`src/rtl/box_draw_engine.sv`:
```
// box_draw_engine: rectangle plotter for the VGA frame-buffer path.
// Latches an origin/colour on start, then scans BOX_W x BOX_H pixels in
// row-major order, one per clock, followed by a one-cycle done pulse.
// Optional feature macro: BOX_DRAW_CLIP_EN (per-pixel clipping instead of
// origin clamping).
module box_draw_engine #(
  parameter int                   X_W       = 8,
  parameter int                   Y_W       = 7,
  parameter int                   COLOUR_W  = 3,
  parameter int                   BOX_W     = 4,
  parameter int                   BOX_H     = 4,
  parameter int                   X_MAX     = 159,
  parameter int                   Y_MAX     = 119,
  parameter logic [COLOUR_W-1:0]  BG_COLOUR = '0
) (
  input  logic                clk,
  input  logic                resetn,
  input  logic                start,
  input  logic [X_W-1:0]      x_in,
  input  logic [Y_W-1:0]      y_in,
  input  logic [COLOUR_W-1:0] colour_in,
  input  logic                erase,
  output logic                busy,
  output logic                done,
  output logic                plot,
  output logic [X_W-1:0]      x,
  output logic [Y_W-1:0]      y,
  output logic [COLOUR_W-1:0] colour
);

  localparam int CX_W = (BOX_W > 1) ? $clog2(BOX_W) : 1;
  localparam int CY_W = (BOX_H > 1) ? $clog2(BOX_H) : 1;
  localparam logic [CX_W-1:0] CX_LAST = CX_W'(BOX_W - 1);
  localparam logic [CY_W-1:0] CY_LAST = CY_W'(BOX_H - 1);

  typedef enum logic [1:0] {S_IDLE, S_DRAW, S_DONE} state_t;

  state_t              state_q, state_d;
  logic [X_W-1:0]      ox_q, ox_d;
  logic [Y_W-1:0]      oy_q, oy_d;
  logic [CX_W-1:0]     cx_q, cx_d;
  logic [CY_W-1:0]     cy_q, cy_d;
  logic [COLOUR_W-1:0] colour_q, colour_d;
  logic [X_W-1:0]      ox_in;
  logic [Y_W-1:0]      oy_in;
  logic                on_screen;

`ifdef BOX_DRAW_CLIP_EN
  // One extra bit on each sum so a wrap past the top of the range is seen
  // as off-screen rather than folding back onto the left/top edge.
  localparam logic [X_W:0] X_MAX_E = (X_W+1)'(X_MAX);
  localparam logic [Y_W:0] Y_MAX_E = (Y_W+1)'(Y_MAX);
  logic [X_W:0] x_sum;
  logic [Y_W:0] y_sum;

  // Unclamped origin; pixels beyond the visible area are suppressed.
  always_comb begin
    ox_in     = x_in;
    oy_in     = y_in;
    x_sum     = {1'b0, ox_q} + (X_W+1)'(cx_q);
    y_sum     = {1'b0, oy_q} + (Y_W+1)'(cy_q);
    x         = x_sum[X_W-1:0];
    y         = y_sum[Y_W-1:0];
    on_screen = (x_sum <= X_MAX_E) && (y_sum <= Y_MAX_E);
  end
`else
  // Largest origin that still keeps the whole box on screen.
  localparam logic [X_W-1:0] X_LIM = X_W'(X_MAX - BOX_W + 1);
  localparam logic [Y_W-1:0] Y_LIM = Y_W'(Y_MAX - BOX_H + 1);

  // Clamp the origin so every pixel lands on screen; sums cannot wrap.
  always_comb begin
    ox_in     = (x_in > X_LIM) ? X_LIM : x_in;
    oy_in     = (y_in > Y_LIM) ? Y_LIM : y_in;
    x         = ox_q + X_W'(cx_q);
    y         = oy_q + Y_W'(cy_q);
    on_screen = 1'b1;
  end
`endif

  // Next-state and scan-counter logic; counters are left untouched on the
  // final pixel so x/y keep showing it through DONE and IDLE.
  always_comb begin
    state_d  = state_q;
    ox_d     = ox_q;
    oy_d     = oy_q;
    cx_d     = cx_q;
    cy_d     = cy_q;
    colour_d = colour_q;
    case (state_q)
      S_IDLE: begin
        if (start) begin
          state_d  = S_DRAW;
          ox_d     = ox_in;
          oy_d     = oy_in;
          cx_d     = '0;
          cy_d     = '0;
          colour_d = erase ? BG_COLOUR : colour_in;
        end
      end
      S_DRAW: begin
        if (cx_q == CX_LAST) begin
          if (cy_q == CY_LAST) begin
            state_d = S_DONE;
          end else begin
            cx_d = '0;
            cy_d = cy_q + CY_W'(1);
          end
        end else begin
          cx_d = cx_q + CX_W'(1);
        end
      end
      S_DONE:  state_d = S_IDLE;
      default: state_d = S_IDLE;
    endcase
  end

  // State and datapath registers with synchronous active-low reset.
  always_ff @(posedge clk) begin
    if (!resetn) begin
      state_q  <= S_IDLE;
      ox_q     <= '0;
      oy_q     <= '0;
      cx_q     <= '0;
      cy_q     <= '0;
      colour_q <= '0;
    end else begin
      state_q  <= state_d;
      ox_q     <= ox_d;
      oy_q     <= oy_d;
      cx_q     <= cx_d;
      cy_q     <= cy_d;
      colour_q <= colour_d;
    end
  end

  // Status and pixel strobes decoded from the state register.
  always_comb begin
    busy   = (state_q == S_DRAW) || (state_q == S_DONE);
    done   = (state_q == S_DONE);
    plot   = (state_q == S_DRAW) && on_screen;
    colour = colour_q;
  end

endmodule

```
`config.mk`:
```
export PLATFORM = sky130hd
export DESIGN_NAME = box_draw_engine
export DESIGN_NICKNAME = d
export VERILOG_FILES = /design/src/rtl/box_draw_engine.sv
export SDC_FILE = /design/constraint.sdc
export NUM_CORES = 1
export LEC_CHECK = 0
export BUFFER_PORTS_ARGS = -buffer_cell sky130_fd_sc_hd__buf_4
export CAP_MARGIN = 10
export CORE_ASPECT_RATIO = 1.1
export CORE_UTILIZATION = 50
export DETAILED_ROUTE_END_ITERATION = 16
export PLACE_DENSITY = 0.79
export SYNTH_ARGS = -nofsm -noshare
export SYNTH_HDL_FRONTEND = slang
export SYNTH_SLANG_ARGS = --single-unit
```
`constraint.sdc`:
```
create_clock -name clk -period 2 [get_ports clk]
set_input_delay 0.1 -clock clk [delete_from_list [all_inputs] [get_ports clk]]
set_output_delay 0.1 -clock clk [all_outputs]
set_load 0.005 [all_outputs]
```
==> results.md, run 1 <==
- Status: finished, final reports clean
- Starting Density: 52.9%
- First-pass GRT wire length: 5.00 mm
- Share of cells above drive strength 1: 29.0%
- Wire length per cell: 13.5 um
- Antenna viol nets, final: 0
- Layout area overhead: 27.6%
- FILL cells: between 200 and 250
- Post-route minimum period: 1.88 ns
- Seq/Total Area, Yosys: a little over a third
- M1 GR Usage: roughly a quarter
- Longest Clk Path Bufs: 2
- Num ports: 43
- Final setup viols: 0
- Pwr dens: 627 nW/um^2
- Setup TNS Final: 0 ns
- ANT cells: 0
- Hold Crit Class: in -> reg
- Cell count after synthesis: 153
- Slew at the pin closest to its max-slew limit: 0.465 ns
- Hold buffers post-CTS: 0
- TritonCTS clock tree: yes
- Max Clk Rate: between 0.5 and 0.6 GHz
- Root Driver: clkbuf_4
- Clock Pin Slew Worst Setup and Hold Paths: around 0.12 ns
- RD Place Congestion: about 0.8
- M3 GR Usage: about 2.5%
- Leak Pwr: roughly 0.78 nW
- Top FF cell, synth: dfxtp_1
- Vias: approximately 1.2k
- Drt total wl: 3.02 mm
- Die H: approximately 56 um
- Input/output buffers: between 40 and 50
- Hold_ws: about 0.033 ns
- Most common cell after layout, fill and taps aside: buf_4
- Core ar.: ~2500 sq um
- Row count: 19
- Initial antenna violation count: 0
- Critical Path AT: approximately 1.8 ns
- CP Capture Type: output port
- Area contributors post-synth: dfxtp_1 (36%), ha_1 (9.4%), nand2_1 (7.0%)
- Clock share of power: 19.3%
- DRC violation count after routing: 0
- Startpoint types: flop
- Synth cell types: 30
- Yosys warnings: 0
- Vias per std cell: about 5.4
- Biggest area consumer among synthesized cells: dfxtp_1
- DRC marker count from the first detailed-route iteration: 19
- Syn_area_per_cell: approximately 8.7 sq um
- H-tree depth: 1
- P_int: ~0.75 mW
- Layout Nets: 229
- Yosys top cell area share: roughly 36%
- Max Cap Viol: 0
- Commonest non-fill, non-tap cells in the layout: buf_4 (43), nand2_1 (25), dfxtp_1 (22), a21oi_1 (13)
- CP Data Required Time: 1.90 ns
- Crit Path Category: reg -> out
- Peak supply drop: about 0.00058 V
- Slew Limit Headroom: 68.9%
- Yosys reg bits: 24
- Largest net degree at the start of global routing: 22
- Clk sinks: 24
- Setup Skew: 0.00232 ns
- Detail Placement HPWL: 2.32 mm
- Number of global-route vias before repair: roughly 1.2k
- Fin crit share: a little over nine tenths
- EDFF count, synth: 0
- Critical-path top delay cell: fa_2
- Ordered cell list for the critical path: ha_1 > inv_1 > fa_2 > nor3_2 > xor2_1 > buf_4
- Syn Nets: roughly 190
- Sw Pwr: about 0.32 mW
- Sw Ratio: roughly 30%
- Die W: around 51 um
- Drt pass-1 iters: 4
- RSZ-0062 raised after global routing: no
- Async set-reset flop share out of synthesis: 0%
- Fin. max-slew vios: 0
- Mapped Area: around 1300 sq um
- Overflow after GRT: 0
- Power share of the combinational group: between 20 and 30%
- Total die area: 2880 sq um
- Critical Path Fanout Max: 3
- Global Route Usage Sum: 23.1%
- GR peak layer: met2
- Critical Path Max Stage Delay: 0.37 ns
- Seq pwr share: around 52%
- Clock latency on the worst-skew pair: between 0.3 and 0.4 ns
- Final hold violation count: 0
- CTS Buf Count: 3
- GR Util met2: a little over two fifths
## metrics by stage
step / worst slack [ns] / cell area (sq um) / utilization, % / power (mW) / instances
after global routing: 0.00405 / 1700 / 67.5 / 1.14 / 224
after detailed placement: 0.291 / 1650 / 65.6 / 0.868 / 220
final: 0.115 / 1700 / 67.5 / 1.07 / 224
after CTS: 0.0168 / 1680 / 66.7 / 1.07 / 223
after global placement: 0.402 / 1650 / 65.6 / 0.856 / 220
after floorplan: 0.541 / 1330 / - / 0.730 / 153
## layer usage
metal / wire length (um) / vias to the layer above
li1: - / 622
met1: 1280 / 559
met2: 1610 / 30
met3: 83 / 4
met4: 42 / 0
met5: 0 / -
## state kept, by name, summed over array words and instances, names as in the netlist
| signal | flops |
|---|---|
| ox_q | 8 |
| oy_q | 7 |
| colour | 3 |
| cx_q | 2 |
| cy_q | 2 |
| state_q | 2 |
## power groups by stage
stage	Sequential, mW	Combinational (mW)	Clock, mW
2_1_floorplan	0.559	0.172	0
3_3_place_gp	0.565	0.291	0
3_5_place_dp	0.567	0.300	0
4_1_cts	0.557	0.302	0.212
5_1_grt	0.565	0.337	0.233
6_report	0.557	0.303	0.206
## timing repair
action | 4_1_cts | 5_1_grt
gates resized for setup | 2 | 4
cloned | 0 | 0
setup buffers | 0 | 1
endpoints found under the setup margin | 1 | 4
## final cells by class
class	count	area (sq um)	share of cell area (%)
multi-input combinational	115	803	47.2
sequential	24	483	28.4
timing repair buffer	43	323	19.0
tap	31	38.8	2.28
inverter	8	30.0	1.77
clock buffer	3	22.5	1.32
## kinds of logic (layout without fill, tap and decap cells)
group | after synthesis | count (layout) | synth area share, %
XOR/XNOR | 11 | 11 | 7.23
multiplexers | 4 | 4 | 3.00
AO/OA/AOI/OAI | 31 | 31 | 15.1
buffers and inverters | 14 | 54 | 4.79
flip-flops | 24 | 24 | 36.1
adder cells (fa/ha/maj) | 12 | 12 | 12.4
AND/OR/NAND/NOR | 57 | 57 | 21.4
## synth_stat cells (all sizes together) (2+ instances only)
cell    instances
nand2          25
dfxtp          24
a21oi          13
ha             10
nand3          10
inv             8
o21ai           7
xnor2           7
nand3b          6
clkbuf          5
nand4           5
mux2i           4
xor2            4
and3            3
nor3            3
o221a           3
a21o            2
fa              2
nor2            2
## final timing paths
path | end | slack (ns) | depth (start not counted) | start
max | x[6] | 0.12 | 6 | ox_q[0]$_SDFFE_PN0P_
min | oy_q[2]$_SDFFE_PN0P_ | 0.03 | 3 | y_in[2]
max reg2reg | cx_q[0]$_SDFFE_PN0P_ | 0.30 | 5 | state_q[1]$_SDFFE_PN0P_
min reg2reg | colour[0]$_SDFFE_PN0P_ | 0.47 | 2 | colour[0]$_SDFFE_PN0P_
## worst max-delay path, delay by kind of cell, from the launching register on
family	cells	cell delay [ns]
xor gates and xnor gates	1	0.18
adders and majority gates	2	0.54
buffers and inverters	2	0.19
DFF	1	0.35
and+or+nand+nor	1	0.21
(Power assumes the default switching activity.)
==> inputs of run 2 (changes only) <==
Settings changed: CORE_MARGIN set to 2, RECOVER_POWER set to 100.
==> results.md, run 2 (synthesis gave the netlist of run 1 again) <==
- Clock latency on the worst-skew pair: about 0.30 ns
- Detail Placement HPWL: 2.36 mm
- DRC marker count from the first detailed-route iteration: 27
- GR peak layer: met2
- Critical Path Max Stage Delay: around 0.36 ns
- CP Data Required Time: roughly 1.9 ns
- Hold Crit Class: in -> reg
- Fin crit share: a little over nine tenths
- Die W: ~53 um
- Clk sinks: 24
- TritonCTS clock tree: yes
- Overflow after GRT: 0
- Startpoint types: flop
- Max Clk Rate: about 0.52 GHz
- Most common cell after layout, fill and taps aside: buf_4
- M1 GR Usage: ~25%
- Share of cells above drive strength 1: between 20% and 30%
- Slew at the pin closest to its max-slew limit: approximately 0.5 ns
- Antenna viol nets, final: 0
- CP Capture Type: output port
- Clock Pin Slew Worst Setup and Hold Paths: approximately 0.12 ns
- Die H: ~58 um
- Largest Register: ox_q
- RD Place Congestion: 0.748
- Total die area: roughly 3100 sq um
- ANT cells: 0
- Final hold violation count: 0
- CTS Buf Count: 3
- Drt total wl: between 3 and 4 mm
- Cells after DPL: 220
- Hold_sp: y_in[2]
- Clock share of power: between 10% and 20%
- Input/output buffers: 42
- Seq pwr share: 52.4%
- Setup TNS Final: 0 ns
- Sw Pwr: around 0.32 mW
- Max reg flops: 8
- Final setup viols: 0
- Layout Nets: 228
- Status: finished, final reports clean
- Vias: ~1.2k
- Max Cap Viol: 0
- Initial antenna violation count: 0
- Slew Limit Headroom: approximately two thirds
- First-pass GRT wire length: 5.12 mm
- M3 GR Usage: roughly 3.1%
- DRC violation count after routing: 0
- Post-route minimum period: 1.91 ns
- Number of global-route vias before repair: approximately 1.2k
- H-tree depth: 1
- GR Util met2: 40.7%
- Row count: 19
- R2r startpoint: state_q[0]$_SDFFE_PN0P_
- Commonest non-fill, non-tap cells in the layout: buf_4 (28), nand2_1 (25), dfxtp_1 (24), clkbuf_4 (17), a21oi_1 (13)
- Num ports: 43
- Layout area overhead: 26.5%
- CP delay by family, top: adder cells
- Vias per std cell: about 5.4
- Reg-to-reg slack, setup: 0.33 ns
- Root Driver: clkbuf_4
- Critical-path top delay cell: dfxtp_1
- Global Route Usage Sum: between 20% and 30%
- Sum of buffers and inverters on the critical path: 1
- Fin. max-slew vios: 0
- Peak supply drop: approximately 0.00043 V
- Hold_ws: between 0.03 and 0.04 ns
- Core ar.: around 2500 sq um
- Final worst slack: 0.0928 ns
- Sw Ratio: 30.3%
- Crit path from: cy_q[0]$_SDFFE_PN0P_
- Post-Place Setup Slack: 0.328 ns
- Critical Path AT: 1.81 ns
- Fin area: roughly 1700 sq um
- RSZ-0062 raised after global routing: no
- Longest Clk Path Bufs: 2
- Total power: roughly 1.1 mW
- Starting Density: roughly 53%
- P_int: between 0.7 and 0.8 mW
- Placed instance area: between 1500 and 2000 sq um
- Final Util: between 60% and 70%
- Critical Path Fanout Max: 4
- Setup Skew: 0.00231 ns
- Post-route insts no fill: between 200 and 250
- Wire length per cell: 13.9 um
- Leak Pwr: around 0.77 nW
- Power share of the combinational group: between 20 and 30%
- Drt pass-1 iters: 5
- Pwr dens: approximately 630 nW/um^2
- Largest net degree at the start of global routing: 22
- Crit Path Category: reg -> out
- Ordered cell list for the critical path: ha_1 > fa_2 > and3_1 > nand3_1 > xnor2_1 > buf_4
run 2: power by group through the flow:
stage	registers (mW)	clock network, mW	logic (mW)
CTS	0.557	0.214	0.305
floorplan	0.559	0	0.172
detailed placement	0.566	0	0.303
global route	0.564	0.232	0.337
finish	0.557	0.206	0.301
global placement	0.565	0	0.291
run 2: path summary, 6_finish.rpt:
check                            to  cells past startpoint
max                            y[6]                      6
min            oy_q[2]$_SDFFE_PN0P_                      3
max reg2reg    ox_q[3]$_SDFFE_PN0P_                      5
min reg2reg  colour[0]$_SDFFE_PN0P_                      2
run 2: worst register-to-register path, cell delays in order (launching register included):
cell,delay [ns]
dfxtp_1,0.36
inv_1,0.11
ha_1,0.25
and2_2,0.42
nand2_1,0.16
o221a_2,0.27
run 2: cell type report:
| type | count | area (sq um) |
|---|---|---|
| Clock buffer | 3 | 22.5 |
| Fill cell | 208 | 835 |
| Inverter | 8 | 30.0 |
| Multi-Input combinational cell | 115 | 798 |
| Sequential cell | 24 | 480 |
| Tap cell | 31 | 38.8 |
| Timing Repair Buffer | 42 | 315 |
run 2: layer usage:
layer | routed length [um] | part of all wire (%)
met1 | 1300 | 42
met3 | 117 | 3.8
met4 | 25 | 0.81
met2 | 1650 | 53
met5 | 0 | 0
run 2: repair_timing:
| action | in CTS | in global routing |
|---|---|---|
| setup endpoints to repair | 1 | 3 |
| gates cloned | 0 | 0 |
| hold buffers | 0 | 0 |
| pin swaps | 0 | 1 |
| buffers inserted | 0 | 0 |
| resized for setup | 2 | 3 |
